## config.mk

```make
export PLATFORM = sky130hd
export DESIGN_NAME = layer_norm_stream
export DESIGN_NICKNAME = d
export VERILOG_FILES = /design/src/rtl/layer_norm_stream.sv
export SDC_FILE = /design/constraint.sdc
export NUM_CORES = 2
export LEC_CHECK = 0
export ABC_AREA = 0
export ABC_CLOCK_PERIOD_IN_PS = 57500
export CORE_ASPECT_RATIO = 1.5
export CORE_MARGIN = 2
export CORE_UTILIZATION = 55
export DETAILED_ROUTE_END_ITERATION = 10
export PLACE_DENSITY_LB_ADDON = 0.08
export SLEW_MARGIN = 0
export SYNTH_ARGS = -nofsm -noshare
export SYNTH_HDL_FRONTEND = slang
export SYNTH_SLANG_ARGS = --single-unit
```

## constraint.sdc

```tcl
create_clock -name clk -period 57.5 [get_ports clk]
set_input_delay 5.75 -clock clk [delete_from_list [all_inputs] [get_ports clk]]
set_output_delay 5.75 -clock clk [all_outputs]
set_load 0.02 [all_outputs]
```

## src/rtl/layer_norm_stream.sv

```systemverilog
// Row-streaming layer normalisation (or RMSNorm) with iterative sqrt/reciprocal.
// One row is loaded, reduced, normalised and drained before the next row is accepted.
module layer_norm_stream #(
    parameter int DATA_WIDTH = 16,
    parameter int FRAC_BITS  = 8,
    parameter int EMB_DIM    = 8,
    parameter int SEQ_LEN    = 8,
    parameter int EPS        = 1
) (
    input  logic                          clk,
    input  logic                          rst,
    input  logic                          rms_mode,
    input  logic [DATA_WIDTH*EMB_DIM-1:0] gamma_in,
    input  logic [DATA_WIDTH*EMB_DIM-1:0] beta_in,
    input  logic                          in_valid,
    output logic                          in_ready,
    input  logic [DATA_WIDTH-1:0]         in_data,
    output logic                          out_valid,
    input  logic                          out_ready,
    output logic [DATA_WIDTH-1:0]         out_data,
    output logic                          out_last,
    output logic                          done
);
    localparam int LOG2_EMB = $clog2(EMB_DIM);
    localparam int COL_W    = LOG2_EMB;
    localparam int ROW_W    = (SEQ_LEN > 1) ? $clog2(SEQ_LEN) : 1;
    localparam int SUM_W    = DATA_WIDTH + LOG2_EMB;
    localparam int DIFF_W   = DATA_WIDTH + 1;
    localparam int SQ_W     = 2 * DIFF_W;
    localparam int ACC_W    = SQ_W + LOG2_EMB;
    localparam int VAR_W    = 2 * DATA_WIDTH;
    localparam int REM_W    = DATA_WIDTH + 3;
    localparam int INV_W    = 2 * FRAC_BITS + 1;
    localparam int NORM_P_W = DIFF_W + INV_W + 1;
    localparam int NORM_W   = NORM_P_W - FRAC_BITS;
    localparam int G_P_W    = NORM_W + DATA_WIDTH;
    localparam int G_W      = G_P_W - FRAC_BITS;
    localparam int Y_W      = G_W + 1;
    localparam int CNT_W    = $clog2((INV_W > DATA_WIDTH) ? INV_W : DATA_WIDTH);

    localparam logic signed [Y_W-1:0] Y_MAX = Y_W'({1'b0, {(DATA_WIDTH-1){1'b1}}});
    localparam logic signed [Y_W-1:0] Y_MIN = ~Y_MAX;

    localparam logic [2:0] S_LOAD  = 3'd0;
    localparam logic [2:0] S_VAR   = 3'd1;
    localparam logic [2:0] S_SQRT  = 3'd2;
    localparam logic [2:0] S_RECIP = 3'd3;
    localparam logic [2:0] S_SCALE = 3'd4;
    localparam logic [2:0] S_NORM  = 3'd5;

    logic [2:0]                    state;
    logic [COL_W-1:0]              col;
    logic [ROW_W-1:0]              row;
    logic [DATA_WIDTH-1:0]         row_buf [EMB_DIM];
    logic [DATA_WIDTH*EMB_DIM-1:0] gamma_r;
    logic [DATA_WIDTH*EMB_DIM-1:0] beta_r;
    logic                          rms_r;
    logic signed [SUM_W-1:0]       sum;
    logic signed [DATA_WIDTH-1:0]  mean;
    logic [ACC_W-1:0]              acc;
    logic [VAR_W-1:0]              rad;
    logic [DATA_WIDTH:0]           sq_rem;
    logic [DATA_WIDTH-1:0]         root;
    logic [DATA_WIDTH-1:0]         div_rem;
    logic [INV_W-1:0]              dividend;
    logic [INV_W-1:0]              quo;
    logic [CNT_W-1:0]              cnt;
    logic [DATA_WIDTH-1:0]         out_data_r;
    logic                          out_last_r;
    logic                          done_r;

    logic signed [SUM_W-1:0]      sum_next;
    logic signed [DIFF_W-1:0]     diff_var;
    logic signed [SQ_W-1:0]       sq;
    logic [ACC_W-1:0]             acc_next;
    logic [ACC_W-1:0]             var_full;
    logic [VAR_W-1:0]             var_sat;
    logic [VAR_W:0]               var_eps_w;
    logic [VAR_W-1:0]             var_eps;
    logic [REM_W-1:0]             rem_sh;
    logic [REM_W-1:0]             trial;
    logic [REM_W-1:0]             rem_sub;
    logic                         rem_ge;
    logic [DATA_WIDTH:0]          r_sh;
    logic [DATA_WIDTH:0]          r_sub;
    logic                         r_ge;
    logic [COL_W-1:0]             y_idx;
    logic signed [DIFF_W-1:0]     diff_y;
    logic signed [NORM_P_W-1:0]   norm_p;
    logic signed [NORM_W-1:0]     norm;
    logic signed [DATA_WIDTH-1:0] gam;
    logic signed [DATA_WIDTH-1:0] bet;
    logic signed [G_P_W-1:0]      g_p;
    logic signed [G_W-1:0]        g;
    logic signed [Y_W-1:0]        y_full;
    logic signed [Y_W-1:0]        y_sat;

    always_comb begin
        sum_next  = sum + SUM_W'($signed(in_data));
        diff_var  = DIFF_W'($signed(row_buf[col])) - DIFF_W'(mean);
        sq        = SQ_W'(diff_var) * SQ_W'(diff_var);
        acc_next  = acc + ACC_W'($unsigned(sq));
        var_full  = acc_next >> LOG2_EMB;
        var_sat   = (|var_full[ACC_W-1:VAR_W]) ? '1 : var_full[VAR_W-1:0];
        var_eps_w = {1'b0, var_sat} + (VAR_W+1)'(EPS);
        var_eps   = var_eps_w[VAR_W] ? '1 : var_eps_w[VAR_W-1:0];

        // Square root: two radicand bits in, one root bit out per cycle.
        rem_sh  = {sq_rem, rad[VAR_W-1 -: 2]};
        trial   = {1'b0, root, 2'b01};
        rem_ge  = (rem_sh >= trial);
        rem_sub = rem_sh - trial;

        r_sh  = {div_rem, dividend[INV_W-1]};
        r_ge  = (r_sh >= {1'b0, root});
        r_sub = r_sh - {1'b0, root};

        // Output register is loaded one column ahead while draining.
        y_idx  = (state == S_NORM) ? col + COL_W'(1) : col;
        diff_y = DIFF_W'($signed(row_buf[y_idx])) - DIFF_W'(mean);
        norm_p = NORM_P_W'(diff_y) * $signed(NORM_P_W'(quo));
        norm   = NORM_W'(norm_p >>> FRAC_BITS);
        gam    = $signed(gamma_r[y_idx*DATA_WIDTH +: DATA_WIDTH]);
        bet    = rms_r ? '0 : $signed(beta_r[y_idx*DATA_WIDTH +: DATA_WIDTH]);
        g_p    = G_P_W'(norm) * G_P_W'(gam);
        g      = G_W'(g_p >>> FRAC_BITS);
        y_full = Y_W'(g) + Y_W'(bet);
        if (y_full > Y_MAX)
            y_sat = Y_MAX;
        else if (y_full < Y_MIN)
            y_sat = Y_MIN;
        else
            y_sat = y_full;
    end

    always_ff @(posedge clk) begin
        if (rst) begin
            state      <= S_LOAD;
            col        <= '0;
            row        <= '0;
            sum        <= '0;
            mean       <= '0;
            acc        <= '0;
            rms_r      <= 1'b0;
            rad        <= '0;
            sq_rem     <= '0;
            root       <= '0;
            div_rem    <= '0;
            dividend   <= '0;
            quo        <= '0;
            cnt        <= '0;
            out_data_r <= '0;
            out_last_r <= 1'b0;
            done_r     <= 1'b0;
        end else begin
            done_r <= 1'b0;
            case (state)
                S_LOAD: begin
                    if (in_valid) begin
                        row_buf[col] <= in_data;
                        if (col == '0) begin
                            gamma_r <= gamma_in;
                            beta_r  <= beta_in;
                            rms_r   <= rms_mode;
                        end
                        if (col == COL_W'(EMB_DIM-1)) begin
                            mean  <= rms_r ? '0 : DATA_WIDTH'(sum_next >>> LOG2_EMB);
                            sum   <= '0;
                            acc   <= '0;
                            col   <= '0;
                            state <= S_VAR;
                        end else begin
                            sum <= sum_next;
                            col <= col + COL_W'(1);
                        end
                    end
                end
                S_VAR: begin
                    acc <= acc_next;
                    if (col == COL_W'(EMB_DIM-1)) begin
                        rad    <= var_eps;
                        sq_rem <= '0;
                        root   <= '0;
                        cnt    <= '0;
                        col    <= '0;
                        state  <= S_SQRT;
                    end else begin
                        col <= col + COL_W'(1);
                    end
                end
                S_SQRT: begin
                    rad    <= rad << 2;
                    sq_rem <= rem_ge ? rem_sub[DATA_WIDTH:0] : rem_sh[DATA_WIDTH:0];
                    root   <= {root[DATA_WIDTH-2:0], rem_ge};
                    if (cnt == CNT_W'(DATA_WIDTH-1)) begin
                        cnt      <= '0;
                        div_rem  <= '0;
                        quo      <= '0;
                        dividend <= {1'b1, {(INV_W-1){1'b0}}};
                        state    <= S_RECIP;
                    end else begin
                        cnt <= cnt + CNT_W'(1);
                    end
                end
                S_RECIP: begin
                    dividend <= dividend << 1;
                    div_rem  <= r_ge ? r_sub[DATA_WIDTH-1:0] : r_sh[DATA_WIDTH-1:0];
                    quo      <= {quo[INV_W-2:0], r_ge};
                    if (cnt == CNT_W'(INV_W-1)) begin
                        cnt   <= '0;
                        col   <= '0;
                        state <= S_SCALE;
                    end else begin
                        cnt <= cnt + CNT_W'(1);
                    end
                end
                S_SCALE: begin
                    out_data_r <= y_sat[DATA_WIDTH-1:0];
                    out_last_r <= (y_idx == COL_W'(EMB_DIM-1));
                    state      <= S_NORM;
                end
                S_NORM: begin
                    if (out_ready) begin
                        if (col == COL_W'(EMB_DIM-1)) begin
                            out_data_r <= '0;
                            out_last_r <= 1'b0;
                            col        <= '0;
                            state      <= S_LOAD;
                            if (row == ROW_W'(SEQ_LEN-1)) begin
                                row    <= '0;
                                done_r <= 1'b1;
                            end else begin
                                row <= row + ROW_W'(1);
                            end
                        end else begin
                            out_data_r <= y_sat[DATA_WIDTH-1:0];
                            out_last_r <= (y_idx == COL_W'(EMB_DIM-1));
                            col        <= col + COL_W'(1);
                        end
                    end
                end
                default: state <= S_LOAD;
            endcase
        end
    end

    assign in_ready  = (state == S_LOAD);
    assign out_valid = (state == S_NORM);
    assign out_data  = out_data_r;
    assign out_last  = out_last_r;
    assign done      = done_r;
endmodule
```

==> impl_summary.txt <==
----------------------------------------------------
[Timing]
  Setup clock skew after layout ... 63.5 ps
  Slew HR ... 0.152
  Total count of hold-check failures in the final report ... 0
  Sum Neg Setup Slack ... 0 ps
  Number of endpoints failing setup at the final stage ... 0
  Shortest clock period the worst path allows after layout ... 22270 ps
  Period utilisation layout ... 0.387
  Setup repair after global routing missed its margin ... no
  Highest clock rate ... 0.0449 GHz
  Max Transition Viols Final ... 0
  Slew at the pin with the worst max-slew slack ... 1240 ps
  Worst Hold Margin ... 460 ps

[Critical path]
  Sort of element at the end of the critical path ... flip-flop
  Type of origin of the critical path ... flip-flop
  Required time reported for the critical path endpoint ... 58090 ps
  Depth of the most critical reg-to-reg path ... 74
  CP max stage delay ... 1090 ps
  Critical-path cell with the highest stage delay ... a2111oi_0
  Kind of critical path ... reg -> reg
  Worst endpoint data arrival time ... 22860 ps
  Critical Path Fanout Max ... 59
  Most common cell on crit path ... fa_1
  Minimum setup slack among reg-to-reg paths ... 35230 ps
  Critical register-to-register path endpoint ... out_data[14]
  RR Startpoint ... state[0]
  Beginning of the critical path ... state[0]

[Clock tree]
  CTS sink cnt ... 591
  Reg clk slew, reported paths ... 70 ps
  Clock Latency Late Sink ... 710 ps
  CTS hold repair buffers ... 0
  CTS H-tree lvls ... 2
  Clock root cell ... clkbuf_16
  Clock tree from TritonCTS ... built
  Number of buffers on the longest clock path ... 3
  Total CTS buffers ... 58
  Number of gates resized after cts ... 0
  Number of buffers inserted by post-CTS setup repair ... 0

[Global route]
  All-Layer GR Usage ... 0.309
  Total gr overflow ... 0
  Global-route wire length before repair ... 294000 um
  Largest net degree at the start of global routing ... 188
  Number of global-route vias before repair ... 52800
  Antenna violations before repair ... 10

[Route]
  Drc violations ... 0
  Initial drt markers ... 3499
  Routed vias/inst ... 5.80
  Routed wirelength normalized by instance count ... 21.8 um
  Detailed Route WL ... 187000 um
  Total vias in the final route ... 49600
  Router iterations before antenna repair ... 6
  Routed Antenna Nets ... 0

[Floorplanning]
  Initial Util ... 0.556
  Die area ... 0.123 sq mm
  Num ports ... 297
  Number of cell rows ... 155
  Core region area ... 0.119 sq mm
  Die H ... 429 um
  Horizontal die dimension ... 287 um

[Cells and area]
  Cell Count, Final, Fillers Out ... 8556
  Most frequent standard cell in the layout excluding fill and tap cells ... inv_1
  Commonest cells after routing, fill and taps aside ... inv_1, fa_1, nand2_1
  Sequential standard cell area ... 0.0157 sq mm
  Filler cells ... 10200
  Area of the multi-input gates ... 0.0452 sq mm
  Layout cells sized above 1 ... 0.0627
  Area of all placed cells without fillers ... 0.0730 sq mm
  Layout area overhead ... 10.4%
  Final layout net count ... 8594

[Place]
  Placed cell area ... 0.0710 sq mm
  Total instance count after detailed placement ... 8441
  Input/output buffers ... 296
  Hpwl dp ... 147000 um
  Global placement routability congestion ... 0.957

[Yosys]
  Async set-or-reset flop fraction in the synthesized netlist ... 0
  Post-synth EDFFs ... 384
  Syn avg cell area ... 9.81 sq um
  Post-synthesis sequential area ratio ... 0.237
  Netlist cell types ... 102
  Area of the mapped netlist ... 0.0661 sq mm
  Nets in the synthesized netlist ... 8403
  Ys Warns ... 0
  Number of register bits inferred by synthesis ... 591
  Leading register cell type out of synthesis ... edfxtp_1
  Number of instances in the synthesized netlist ... 6740

[Worst hold path]
  Min-Delay Path Class ... reg -> reg
  Worst hold path endpoint ... rad[29]
  Number of cells on the worst hold path ... 2
  Critical hold path startpoint ... rad[27]

[Outcome]
  Status ... completed

[Job]
  Max cap viols ... 0

----------------------------------------------------
## synth_stat cells (all sizes together), types with 35 or more instances
cell / count / share of area
a211oi: 39 / 0.0045
a21o: 108 / 0.012
a21oi: 247 / 0.019
a22oi: 84 / 0.0095
and2: 192 / 0.018
and3: 38 / 0.0036
buf: 37 / 0.0025
clkbuf: 233 / 0.013
dfxtp: 207 / 0.063
edfxtp: 384 / 0.17
fa: 913 / 0.28
ha: 473 / 0.089
inv: 1163 / 0.066
mux4: 128 / 0.044
nand2: 703 / 0.040
nand3: 75 / 0.0057
nand4: 36 / 0.0034
nor2: 584 / 0.033
nor2b: 58 / 0.0055
nor3: 94 / 0.0073
o21a: 36 / 0.0041
o21ai: 183 / 0.014
or3: 35 / 0.0033
xnor2: 155 / 0.021
xor2: 82 / 0.011
## per-stage QoR
step | worst slack [ps] | util
floorplan | 37500 | -
global placement | 35610 | 0.596
detailed placement | 35330 | 0.596
CTS | 35280 | 0.613
global route | 33750 | 0.613
finish | 35230 | 0.613
## state kept, by name (all words and copies together) (netlist names), 16 cells and up, named ones only
register  count
rad          32
row_buf     128
beta_r      128
sum          19
acc          37
mean         16
sq_rem       17
out_data     16
gamma_r     128
quo          17
div_rem      16
root         16
## kinds of logic (layout without fill, tap and decap cells)
kind of cell,count (synthesis),count (layout),synth area share
AO/OA/AOI/OAI,952,952,0.0962
other,0,5,0
multiplexers,180,180,0.0518
AND/OR/NAND/NOR,1954,1954,0.136
flip-flops,591,591,0.237
adder cells (fa/ha/maj),1386,1386,0.366
buffers and inverters,1440,1681,0.0821
XOR/XNOR,237,237,0.0315
## worst max-delay path: cells and delay by family, from the launching register on
family / cells / cell delay, ps
compound gates: 29 / 7680
fa+ha+maj: 16 / 7410
simple gates: 17 / 3570
buf+inv: 9 / 1680
xor+xnor: 2 / 710
flops: 1 / 690
mux: 1 / 410
## final cells by class
class / instances / share of cell area
diodes: 5 / 0.000171
clock buffers: 69 / 0.0211
inverters: 1170 / 0.0601
repair buffers: 401 / 0.0519
clock inverters: 41 / 0.00653
multi-input cells: 4709 / 0.619
well taps: 1570 / 0.0269
flip-flops and latches: 591 / 0.215
## routing by layer
metal / track usage / share of wire / vias up
li1: - / - / 22500
met5: 0 / 0.00019 / -
met3: 0.0347 / 0.057 / 435
met4: 0.134 / 0.049 / 6
met2: 0.554 / 0.52 / 1702
met1: 0.373 / 0.38 / 25000
## how the worst max path moves through the flow
stage,depth (start not counted),slack [ps],to
floorplan,84,37500,out_data[10]
global placement,74,35610,out_data[3]
detailed placement,74,35330,out_data[3]
CTS,74,35280,out_data[7]
global route,74,33750,out_data[10]
finish,74,35230,out_data[14]
Power is left out: the tool's default activity adds up to more than one toggle a clock period on the data nets, which glitch-free logic cannot reach.
